File: src/rtl/upsample_pkg.sv
// Shared definitions for the upsampling input-buffer controller: FSM states,
// tile size codes and the code-to-edge-length decode.
package upsample_pkg;

  typedef enum logic [1:0] {S_IDLE, S_LOAD, S_SCAN, S_DONE} state_e;

  localparam logic [2:0] SZ_4X4 = 3'b000;
  localparam logic [2:0] SZ_8X8 = 3'b001;

  localparam int ADDR_W = 14;
  localparam int COORD_W = 6;

  // Tile edge length N for a size code; 0 flags an unsupported code.
  function automatic logic [3:0] size_to_n(input logic [2:0] code);
    case (code)
      SZ_4X4:  return 4'd4;
      SZ_8X8:  return 4'd8;
      default: return 4'd0;
    endcase
  endfunction

endpackage

File: src/rtl/win_scan_counter.sv
// Walks the top-left corner of each 2x2 window over an N x N tile in raster
// order; last_o is registered together with the coordinates.
module win_scan_counter
  import upsample_pkg::*;
(
  input  logic               clk,
  input  logic               rst,
  input  logic               clr_i,
  input  logic               adv_i,
  input  logic [3:0]         n_i,
  output logic [ADDR_W-1:0]  addr_o,
  output logic [COORD_W-1:0] row_o,
  output logic [COORD_W-1:0] col_o,
  output logic               last_o
);

  logic [ADDR_W-1:0]  addr_q, addr_d;
  logic [COORD_W-1:0] row_q, row_d, col_q, col_d;
  logic               last_q, last_d;
  logic [COORD_W-1:0] lim;

  assign lim = COORD_W'(n_i) - COORD_W'(2);

  always_comb begin
    addr_d = addr_q;
    row_d  = row_q;
    col_d  = col_q;
    last_d = last_q;
    if (clr_i) begin
      addr_d = '0;
      row_d  = '0;
      col_d  = '0;
      last_d = 1'b0;
    end else if (adv_i) begin
      // The +2 on a row wrap skips the right-edge pixel, which is never a corner.
      if (col_q == lim) begin
        col_d  = '0;
        row_d  = row_q + COORD_W'(1);
        addr_d = addr_q + ADDR_W'(2);
      end else begin
        col_d  = col_q + COORD_W'(1);
        addr_d = addr_q + ADDR_W'(1);
      end
      last_d = (row_d == lim) && (col_d == lim);
    end
  end

  always_ff @(posedge clk or posedge rst) begin
    if (rst) begin
      addr_q <= '0;
      row_q  <= '0;
      col_q  <= '0;
      last_q <= 1'b0;
    end else begin
      addr_q <= addr_d;
      row_q  <= row_d;
      col_q  <= col_d;
      last_q <= last_d;
    end
  end

  assign addr_o = addr_q;
  assign row_o  = row_q;
  assign col_o  = col_q;
  assign last_o = last_q;

endmodule

File: src/rtl/upsample_ctrl.sv
// Tile sequencer for reg_input: requests and loads a tile, then presents every
// 2x2 window to the interpolator under valid/ready, aligned with dout1..4.
module upsample_ctrl
  import upsample_pkg::*;
#(
  parameter int length        = 16,
  parameter int number_of_row = 64
) (
  input  logic                clk,
  input  logic                rst,
  input  logic                start,
  input  logic [2:0]          size_upsample,
  output logic                busy,
  output logic                done,
  output logic                err,
  output logic                ld_req,
  input  logic                ld_ack,
  output logic                en_write_in,
  output logic [ADDR_W-1:0]   addr_input,
  output logic                win_valid,
  input  logic                win_ready,
  output logic [COORD_W-1:0]  win_row,
  output logic [COORD_W-1:0]  win_col,
  output logic                win_last
);

  if (length < 1) begin : g_bad_length
    $error("upsample_ctrl: length must be positive");
  end

  state_e     state_q;
  logic [3:0] n_q;
  logic       busy_q, done_q, err_q, ld_req_q, win_valid_q, pend_q;
  logic [3:0] start_n;
  logic       start_ok, hs, scan_clr, scan_adv;

  // A code is only accepted if its tile fits in the buffer.
  assign start_n  = size_to_n(size_upsample);
  assign start_ok = (start_n != 4'd0) &&
                    ((int'(start_n) * int'(start_n)) <= number_of_row);

  assign hs       = win_valid_q && win_ready;
  assign scan_clr = (state_q == S_LOAD) && ld_ack;
  assign scan_adv = (state_q == S_SCAN) && hs && !win_last;

  win_scan_counter u_scan (
    .clk    (clk),
    .rst    (rst),
    .clr_i  (scan_clr),
    .adv_i  (scan_adv),
    .n_i    (n_q),
    .addr_o (addr_input),
    .row_o  (win_row),
    .col_o  (win_col),
    .last_o (win_last)
  );

  always_ff @(posedge clk or posedge rst) begin
    if (rst) begin
      state_q     <= S_IDLE;
      n_q         <= '0;
      busy_q      <= 1'b0;
      done_q      <= 1'b0;
      err_q       <= 1'b0;
      ld_req_q    <= 1'b0;
      win_valid_q <= 1'b0;
      pend_q      <= 1'b0;
    end else begin
      done_q <= 1'b0;
      err_q  <= 1'b0;
      case (state_q)
        S_IDLE: begin
          if (start) begin
            if (start_ok) begin
              n_q      <= start_n;
              ld_req_q <= 1'b1;
              busy_q   <= 1'b1;
              state_q  <= S_LOAD;
            end else begin
              err_q <= 1'b1;
            end
          end
        end
        S_LOAD: begin
          if (ld_ack) begin
            ld_req_q <= 1'b0;
            pend_q   <= 1'b1;
            state_q  <= S_SCAN;
          end
        end
        S_SCAN: begin
          // pend: address went out last edge, buffer dout is captured this edge.
          if (pend_q) begin
            win_valid_q <= 1'b1;
            pend_q      <= 1'b0;
          end else if (hs) begin
            win_valid_q <= 1'b0;
            if (win_last) begin
              done_q  <= 1'b1;
              state_q <= S_DONE;
            end else begin
              pend_q <= 1'b1;
            end
          end
        end
        S_DONE: begin
          busy_q  <= 1'b0;
          state_q <= S_IDLE;
        end
        default: state_q <= S_IDLE;
      endcase
    end
  end

  assign busy        = busy_q;
  assign done        = done_q;
  assign err         = err_q;
  assign ld_req      = ld_req_q;
  assign win_valid   = win_valid_q;
  assign en_write_in = ld_req_q & ld_ack;

endmodule

File: config.mk
export PLATFORM = sky130hd
export DESIGN_NAME = upsample_ctrl
export DESIGN_NICKNAME = d
export VERILOG_FILES = /design/src/rtl/upsample_pkg.sv /design/src/rtl/win_scan_counter.sv /design/src/rtl/upsample_ctrl.sv
export SDC_FILE = /design/constraint.sdc
export NUM_CORES = 1
export LEC_CHECK = 0
export ABC_AREA = 1
export CAP_MARGIN = 40
export CORE_UTILIZATION = 55
export CTS_CLUSTER_DIAMETER = 30
export DETAILED_ROUTE_END_ITERATION = 10
export DONT_BUFFER_PORTS = 1
export MAX_ROUTING_LAYER = met4
export PLACE_DENSITY = 0.7
export SYNTH_ARGS = -nofsm -noshare
export SYNTH_HDL_FRONTEND = slang
export SYNTH_SLANG_ARGS = --single-unit
export TNS_END_PERCENT = 5
File: constraint.sdc
create_clock -name clk -period 2.37 [get_ports clk]
set_clock_uncertainty 0.2 [all_clocks]
set_input_delay 0 -clock clk [delete_from_list [all_inputs] [get_ports clk]]
set_output_delay 0 -clock clk [all_outputs]
set_load 0.02 [all_outputs]
==> results of run 1 <==
[cells by family after synthesis]
group	after synthesis	share of synthesized area, %
and+or+nand+nor	162	30.8
buffers and inverters	63	10.9
AOI/OAI and AO/OA	48	11.9
DFF	37	38.2
adders and majority gates	11	5.68
xor gates and xnor gates	7	2.53
[layer usage]
metal,track usage [%],vias to the layer above,wire length [um]
met1,33.8,1020,2580
li1,-,1115,-
met4,7.55,0,60
met5,-,-,0
met2,40.4,66,2530
met3,6.33,6,289
[registers in the layout (all words and copies together) (netlist names)]
signal / cells
pend_q: 1
u_scan.col_o: 6
busy: 1
u_scan.addr_o: 14
u_scan.row_o: 6
err: 1
u_scan.last_o: 1
ld_req: 1
win_valid: 1
n_q: 2
done: 1
state_q: 2
[worst min-delay path, cell delays in order]
cell and delay [ps]:
dlygate4sd3_1 540, inv_1 50, buf_4 410
[layout make-up]
class	instances	area, um2
fill	364	1350
tap	50	62.6
timing repair buffer	24	203
sequential	37	926
multi-input combinational	229	1280
inverter	56	210
clock buffer	7	86.3
[stage by stage]
| step | cell area (um2) | std cells | total power, uW | setup slack, ps | hold slack, ps |
|---|---|---|---|---|---|
| after floorplan | 2420 | 328 | 2410 | 273 | -77.7 |
| after global placement | 2520 | 383 | 2760 | 122 | -167 |
| after detailed placement | 2520 | 383 | 2790 | 96.2 | -166 |
| after CTS | 2700 | 399 | 3250 | 76.4 | 77.6 |
| after global routing | 2770 | 403 | 3650 | 42.8 | 124 |
| final | 2770 | 403 | 3380 | 234 | 67.0 |
[Yosys cell counts, types with 2 or more instances]
library cell	number
nor3_1	11
o22ai_1	8
a31oi_1	2
dfrtp_1	37
a21oi_2	3
nand4_1	8
clkbuf_1	2
xor2_1	6
nand2_1	76
buf_6	3
nand2_2	5
nand3_1	25
a21oi_1	8
inv_2	3
o21ai_0	15
nor2_4	2
inv_1	53
o21ai_1	5
ha_1	11
nor2_1	28
[worst paths after layout]
path / start / cells after the start / endpoint
hold / removal: rst / 3 / u_scan.row_o[3]
setup / recovery: n_q[2] / 12 / u_scan.addr_o[2]
min in group clk: win_ready / 4 / win_valid
setup reg to reg: n_q[2] / 12 / u_scan.addr_o[2]
max in group asynchronous: rst / 3 / win_valid
hold reg to reg: pend_q / 1 / done
[cell usage in the layout, fill, tap and decap left out, types with 2 or more instances in the layout]
| cell type | synthesis | layout |
|---|---|---|
| o21ai_2 | 1 | 2 |
| o21ai_1 | 5 | 4 |
| o22ai_1 | 8 | 8 |
| dlygate4sd3_1 | 0 | 9 |
| a21oi_1 | 8 | 8 |
| a21oi_4 | 0 | 2 |
| dfrtp_1 | 37 | 37 |
| buf_4 | 1 | 15 |
| xor2_1 | 6 | 6 |
| nor2_4 | 2 | 2 |
| inv_1 | 53 | 51 |
| nand4_1 | 8 | 8 |
| ha_1 | 11 | 10 |
| nor2_1 | 28 | 27 |
| nor3_1 | 11 | 11 |
| nand2_2 | 5 | 4 |
| a31oi_1 | 2 | 2 |
| clkbuf_8 | 0 | 6 |
| inv_2 | 3 | 5 |
| nand3_1 | 25 | 25 |
| o21ai_0 | 15 | 15 |
| nand2_4 | 1 | 2 |
| nand2_1 | 76 | 76 |
[power by group through the flow]
stage | combinational, uW | clock [uW] | sequential (uW)
6_report | 1650 | 451 | 1280
3_5_place_dp | 1500 | 0 | 1290
2_1_floorplan | 1130 | 0 | 1280
5_1_grt | 1860 | 478 | 1320
3_3_place_gp | 1480 | 0 | 1280
4_1_cts | 1520 | 460 | 1280
[what timing repair did]
item | in CTS | in global routing
resized for setup | 0 | 8
buffers inserted | 0 | 3
setup endpoints to repair | 0 | 14
hold endpoints to repair | 60 | 0
hold buffers | 9 | 0
==> key figures, run 1 <==
Synthesis
  – Synth Net Count: 347
  – Largest area contributor in the synthesized netlist: dfrtp_1
  – Register area share after synthesis: 38.2%
  – Cell Area, Synth: 0.00242 mm2
  – EDFF count, synth: 0
  – Largest cells by area after synthesis: dfrtp_1 (38%), nand2_1 (12%), inv_1 (8.2%)
  – Yosys reg bits: 37
  – Synth Flop Type: dfrtp_1
  – Top-area cell type share of the netlist area: 38.2%
  – Netlist cell types: 37
  – FFs w/ async S/R, synth: 100%
  – Yosys warning count: 0
  – Synth Area per Inst: 7.39 um2
  – Mapped Cells: 328

Global routing
  – GRT Total Usage: 26.2%
  – Vias in the first global route: 1971
  – Initial antenna violation count: 0
  – First-pass GRT wire length: 8810 um
  – Overflow left after global routing: 0
  – Largest net degree at the start of global routing: 38

Floorplanning
  – Core area: 0.00412 mm2
  – Die W: 68.4 um
  – Die Span Y: 68.4 um
  – Core Rows: 23
  – Die area: 0.00467 mm2
  – Ports: 41
  – Initial cell density of the core: 58.9%

STA
  – Period utilisation layout: 90.1%
  – Setup total negative slack: 0 ps
  – FMAX: 0.468 GHz
  – Setup violators final: 0
  – Tmin final: 2140 ps
  – Slew at the pin closest to its max-slew limit: 472 ps
  – RSZ-0062 raised after global routing: false
  – Relative slew slack: 68.5%
  – Endpoints failing hold: 0
  – Slew Viols, Final: 0

Routing
  – WL/cell: 13.5 um
  – DRT Pass-1 Iters: 4
  – Drt drc: 0
  – Routed vias: 2207
  – Routed WL: 5460 um
  – Post-DRT Antenna Nets: 0
  – Vias per cell: 5.48
  – Iter 0 DRT Violations: 116

Power and ir drop
  – Leakage: 0.00137 uW
  – Power share of the combinational group: 48.8%
  – PD cells: 1220 mW/mm2
  – Internal: 1690 uW
  – Worst vdd ir: 0.000593 V
  – Reg power frac: 37.8%
  – Sw Share: 50.0%
  – Clk network pwr share: 13.4%
  – Net Switching: 1690 uW

Clocking
  – CTS Buffer Depth: 2
  – Clock Root Buffer: clkbuf_8
  – H-tree lvl count: 2
  – Skew-Pair Late Insertion Delay: 290 ps
  – Clock input transition at the sequential cells of the worst setup and hold paths: 70 ps
  – TritonCTS buffer count: 5
  – CTS tree: built
  – CTS sink cnt: 37

Worst setup path
  – Worst EP required: 2350 ps
  – Crit. End Element: flip-flop
  – CP delay by family, top: simple AND/OR/NAND/NOR gates
  – CP max FO: 7
  – Peak per-stage delay on the critical path: 390 ps
  – Critical path class: reg -> reg
  – R2r setup slk: 230 ps
  – Critical-path top delay cell: dfrtp_1
  – Startpoint types: flip-flop
  – Worst path bufs/invs: 4
  – Cell Chain, Critical Path: inv_2 -> ha_4 -> inv_2 -> nand2_1 -> nand2_4 -> nand2_2 -> nor2_4 -> buf_4 -> buf_4 -> nor3_1 -> o21ai_0 -> nand2_1
  – Arr. time, crit path: 2120 ps

Cells and area
  – Antenna Cells: 0
  – Share of post-route cells with drive strength above 1: 12.7%
  – # nets final: 372
  – Utilization after layout: 67.3%
  – Area growth, synth to finish: 14.3%

Flow run
  – Max-cap violations: 0

Place
  – IO buf count: 0
  – GP Congestion: 0.923
  – Detailed Place HPWL: 3930 um

Min path
  – HP Class: in -> async

Outcome
  – Status: complete, no violations
(Power assumes the default switching activity.)
==> run 2: changes to the inputs <==
- RECOVER_POWER: unset -> 50
- SLEW_MARGIN: unset -> 0
- SYNTH_HIERARCHICAL: unset -> 1
==> run 2 against run 1 <==
The run now ends with max-capacitance violations, max-slew violations left. Critical path depth increased by 3. Design area increased by 10%. Flip-flop and latch count unchanged. Synthesized cell count increased by 12%. Clock-buffer cell count unchanged. Routed wire length increased by 15%.
==> key figures, run 2 <==
Outcome
  – Status: finished with violations (was complete, no violations)
  – Failing checks: max-capacitance violations, max-slew violations

Clocking
  – Skew-Pair Late Insertion Delay: 290 ps (about the same)
  – H-tree lvl count: 2 (unchanged)
  – CTS Buffer Depth: 2 (unchanged)
  – CTS tree: built (unchanged)
  – Clock input transition at the sequential cells of the worst setup and hold paths: 70 ps (about the same)
  – TritonCTS buffer count: 5 (unchanged)
  – CTS sink cnt: 37 (unchanged)
  – Clock Root Buffer: clkbuf_8 (unchanged)

STA
  – RSZ-0062 raised after global routing: true (was false)
  – Endpoints failing hold: 0 (unchanged)
  – Period utilisation layout: 97.8% (was 90.1%)
  – Post-route worst hold slack: 241 ps (was 67.0 ps)
  – Tmin final: 2320 ps (was 2140 ps)
  – FMAX: 0.431 GHz (was 0.468 GHz)
  – Slew Viols, Final: 28 (was 0)
  – Setup violators final: 0 (unchanged)
  – Slew at the pin closest to its max-slew limit: 1580 ps (was 472 ps)
  – Relative slew slack: -5.10% (was 68.5%)

Synthesis
  – Synth Area per Inst: 6.92 um2 (was 7.39 um2)
  – EDFF count, synth: 0 (unchanged)
  – Synth top cells by count: nand2_1 (103), inv_1 (58), dfrtp_1 (37), nand3_1 (35), nor2_1 (34) (was nand2_1 (76), inv_1 (53), dfrtp_1 (37), nor2_1 (28), nand3_1 (25))
  – Register area share after synthesis: 36.5% (was 38.2%)
  – Yosys warning count: 6 (was 0)
  – Netlist cell types: 34 (was 37)
  – Synth Flop Type: dfrtp_1 (unchanged)
  – Yosys reg bits: 37 (unchanged)
  – Mapped Cells: 367 (was 328)
  – Cell Area, Synth: 0.00254 mm2 (was 0.00242 mm2)
  – Count leader, synth: nand2_1 (unchanged)
  – Largest area contributor in the synthesized netlist: dfrtp_1 (unchanged)
  – FFs w/ async S/R, synth: 100% (unchanged)
  – Largest cells by area after synthesis: dfrtp_1 (36%), nand2_1 (15%), inv_1 (8.6%) (was dfrtp_1 (38%), nand2_1 (12%), inv_1 (8.2%))
  – Top-area cell type share of the netlist area: 36.5% (was 38.2%)

Floorplanning
  – Die area: 0.00489 mm2 (was 0.00467 mm2)
  – Die W: 69.9 um (was 68.4 um)
  – Core Rows: 24 (was 23)
  – Ports: 41 (unchanged)
  – Die Span Y: 69.9 um (was 68.4 um)
  – Core area: 0.00438 mm2 (was 0.00412 mm2)
  – Initial cell density of the core: 57.9% (was 58.9%)

Cells and area
  – Utilization after layout: 69.7% (was 67.3%)
  – Antenna Cells: 0 (unchanged)
  – Max FFs per register: 14 (unchanged)
  – # nets final: 430 (was 372)
  – Design area: 0.00306 mm2 (was 0.00277 mm2)
  – Most common cell after layout, fill and taps aside: nand2_1 (unchanged)
  – Area growth, synth to finish: 20.5% (was 14.3%)
  – Share of post-route cells with drive strength above 1: 13.3% (was 12.7%)
  – Non-Filler Instances: 466 (was 403)
  – Most frequent cells in the layout: nand2_1 (101), inv_1 (55), dfrtp_1 (37) (was nand2_1 (76), inv_1 (51), dfrtp_1 (37))
  – Fill cell count: 370 (was 364)

Global routing
  – Largest net degree at the start of global routing: 28 (was 38)
  – Vias in the first global route: 2431 (was 1971)
  – Overflow left after global routing: 0 (unchanged)
  – First-pass GRT wire length: 10600 um (was 8810 um)
  – GRT Total Usage: 27.6% (was 26.2%)
  – Initial antenna violation count: 0 (unchanged)

Worst setup path
  – Crit. End Element: flip-flop (unchanged)
  – Critical path class: reg -> reg (unchanged)
  – Arr. time, crit path: 2350 ps (was 2120 ps)
  – CP max FO: 8 (was 7)
  – Startpoint types: flip-flop (unchanged)
  – Worst EP required: 2400 ps (was 2350 ps)

Place
  – IO buf count: 0 (unchanged)
  – Dpl cells: 442 (was 383)
  – Post-DP Area: 0.00276 mm2 (was 0.00252 mm2)
  – Detailed Place HPWL: 4480 um (was 3930 um)
  – GP Congestion: 0.876 (was 0.923)

Routing
  – Routed WL: 6250 um (was 5460 um)
  – Vias per cell: 5.26 (was 5.48)
  – Drt drc: 0 (unchanged)
  – Post-DRT Antenna Nets: 0 (unchanged)
  – WL/cell: 13.4 um (was 13.5 um)
  – Iter 0 DRT Violations: 117 (was 116)
  – Routed vias: 2452 (was 2207)
  – DRT Pass-1 Iters: 4 (unchanged)

Power and ir drop
  – Leakage: 0.00158 uW (was 0.00137 uW)
  – Worst vdd ir: 0.000522 V (was 0.000593 V)
  – Post-layout power: 3380 uW (about the same)
  – PD cells: 1100 mW/mm2 (was 1220 mW/mm2)

Min path
  – HP Class: in -> reg (was in -> async)

Flow run
  – Max-cap violations: 1 (was 0)
[run 2: changes by cell type after synthesis, sizes merged, moves of 4 or more]
cell	previous run	this run
nand3	26	36
nor2	30	39
nand2	82	108
xor2	6	13
nand4	8	3
a21oi	11	7
[run 2: what timing repair did]
action,4_1_cts,5_1_grt
setup buffers,4,1
gates resized for setup,0,16
setup endpoints to repair,2,18
hold buffers,10,0
pin swaps,0,3
hold endpoints to repair,53,0
gates cloned,0,1
[run 2: worst paths after layout]
kind / from / to / slack, ps / cells after the start
worst max-delay path: n_q[2] / u_scan/last_o / 50 / 15
min in group asynchronous: rst / n_q[2] / 520 / 3
worst max register to register: n_q[2] / u_scan/last_o / 50 / 15
worst min register to register: pend_q / done / 330 / 3
worst min-delay path: size_upsample[0] / n_q[2] / 240 / 3
max in group asynchronous: rst / u_scan/addr_o[11] / 510 / 3
[run 2: metrics by stage]
stage / worst slack, ps / TNS (ps)
after global placement: 68.5 / 0
final: 52.3 / 0
after detailed placement: -18.5 / -18.5
after global routing: -37.0 / -37.0
after floorplan: 136 / 0
after CTS: 17.6 / 0
[run 2: cell families after synthesis]
family                     count (synthesis)  share of synthesized area [%]
buffers and inverters                     65                           10.0
other                                      1                          0.148
adders and majority gates                  9                           4.44
AOI/OAI and AO/OA                         42                           9.41
and+or+nand+nor                          197                           33.5
xor gates and xnor gates                  16                           6.06
DFF                                       37                           36.5
[run 2: per-layer routing]
metal	global-route usage, %	vias up	wire (um)
met2	44.8	54	3050
met4	11.3	0	146
li1	-	1262	-
met5	-	-	0
met3	6.78	14	332
met1	32.9	1122	2720
[run 2: worst max-delay path, stage by stage, from the launching register on]
cell     delay (ps)
dfrtp_1         410
inv_2            80
ha_4            200
inv_2            60
nand2_1          40
nand2_1          80
inv_1            70
nor2_4          130
nand3_4         170
buf_4           180
buf_4           120
xnor3_1         190
nand2_1          50
nor2_1           90
nand2_1         100
nand2_1          80
[run 2: final cells by class]
type | instances | area, um2 | area share [%]
clock buffer | 7 | 86.3 | 2.82
clock inverter | 1 | 30.0 | 0.982
inverter | 61 | 231 | 7.57
multi-input combinational | 273 | 1440 | 47.2
sequential | 37 | 926 | 30.3
tap | 52 | 65.1 | 2.13
timing repair buffer | 35 | 277 | 9.04
[run 2: power by group]
group	switching, uW	total [uW]	leakage, uW	internal [uW]
logic	976	1610	0.00102	634
registers	378	1200	0.000493	819
clock network	224	568	0.0000585	343
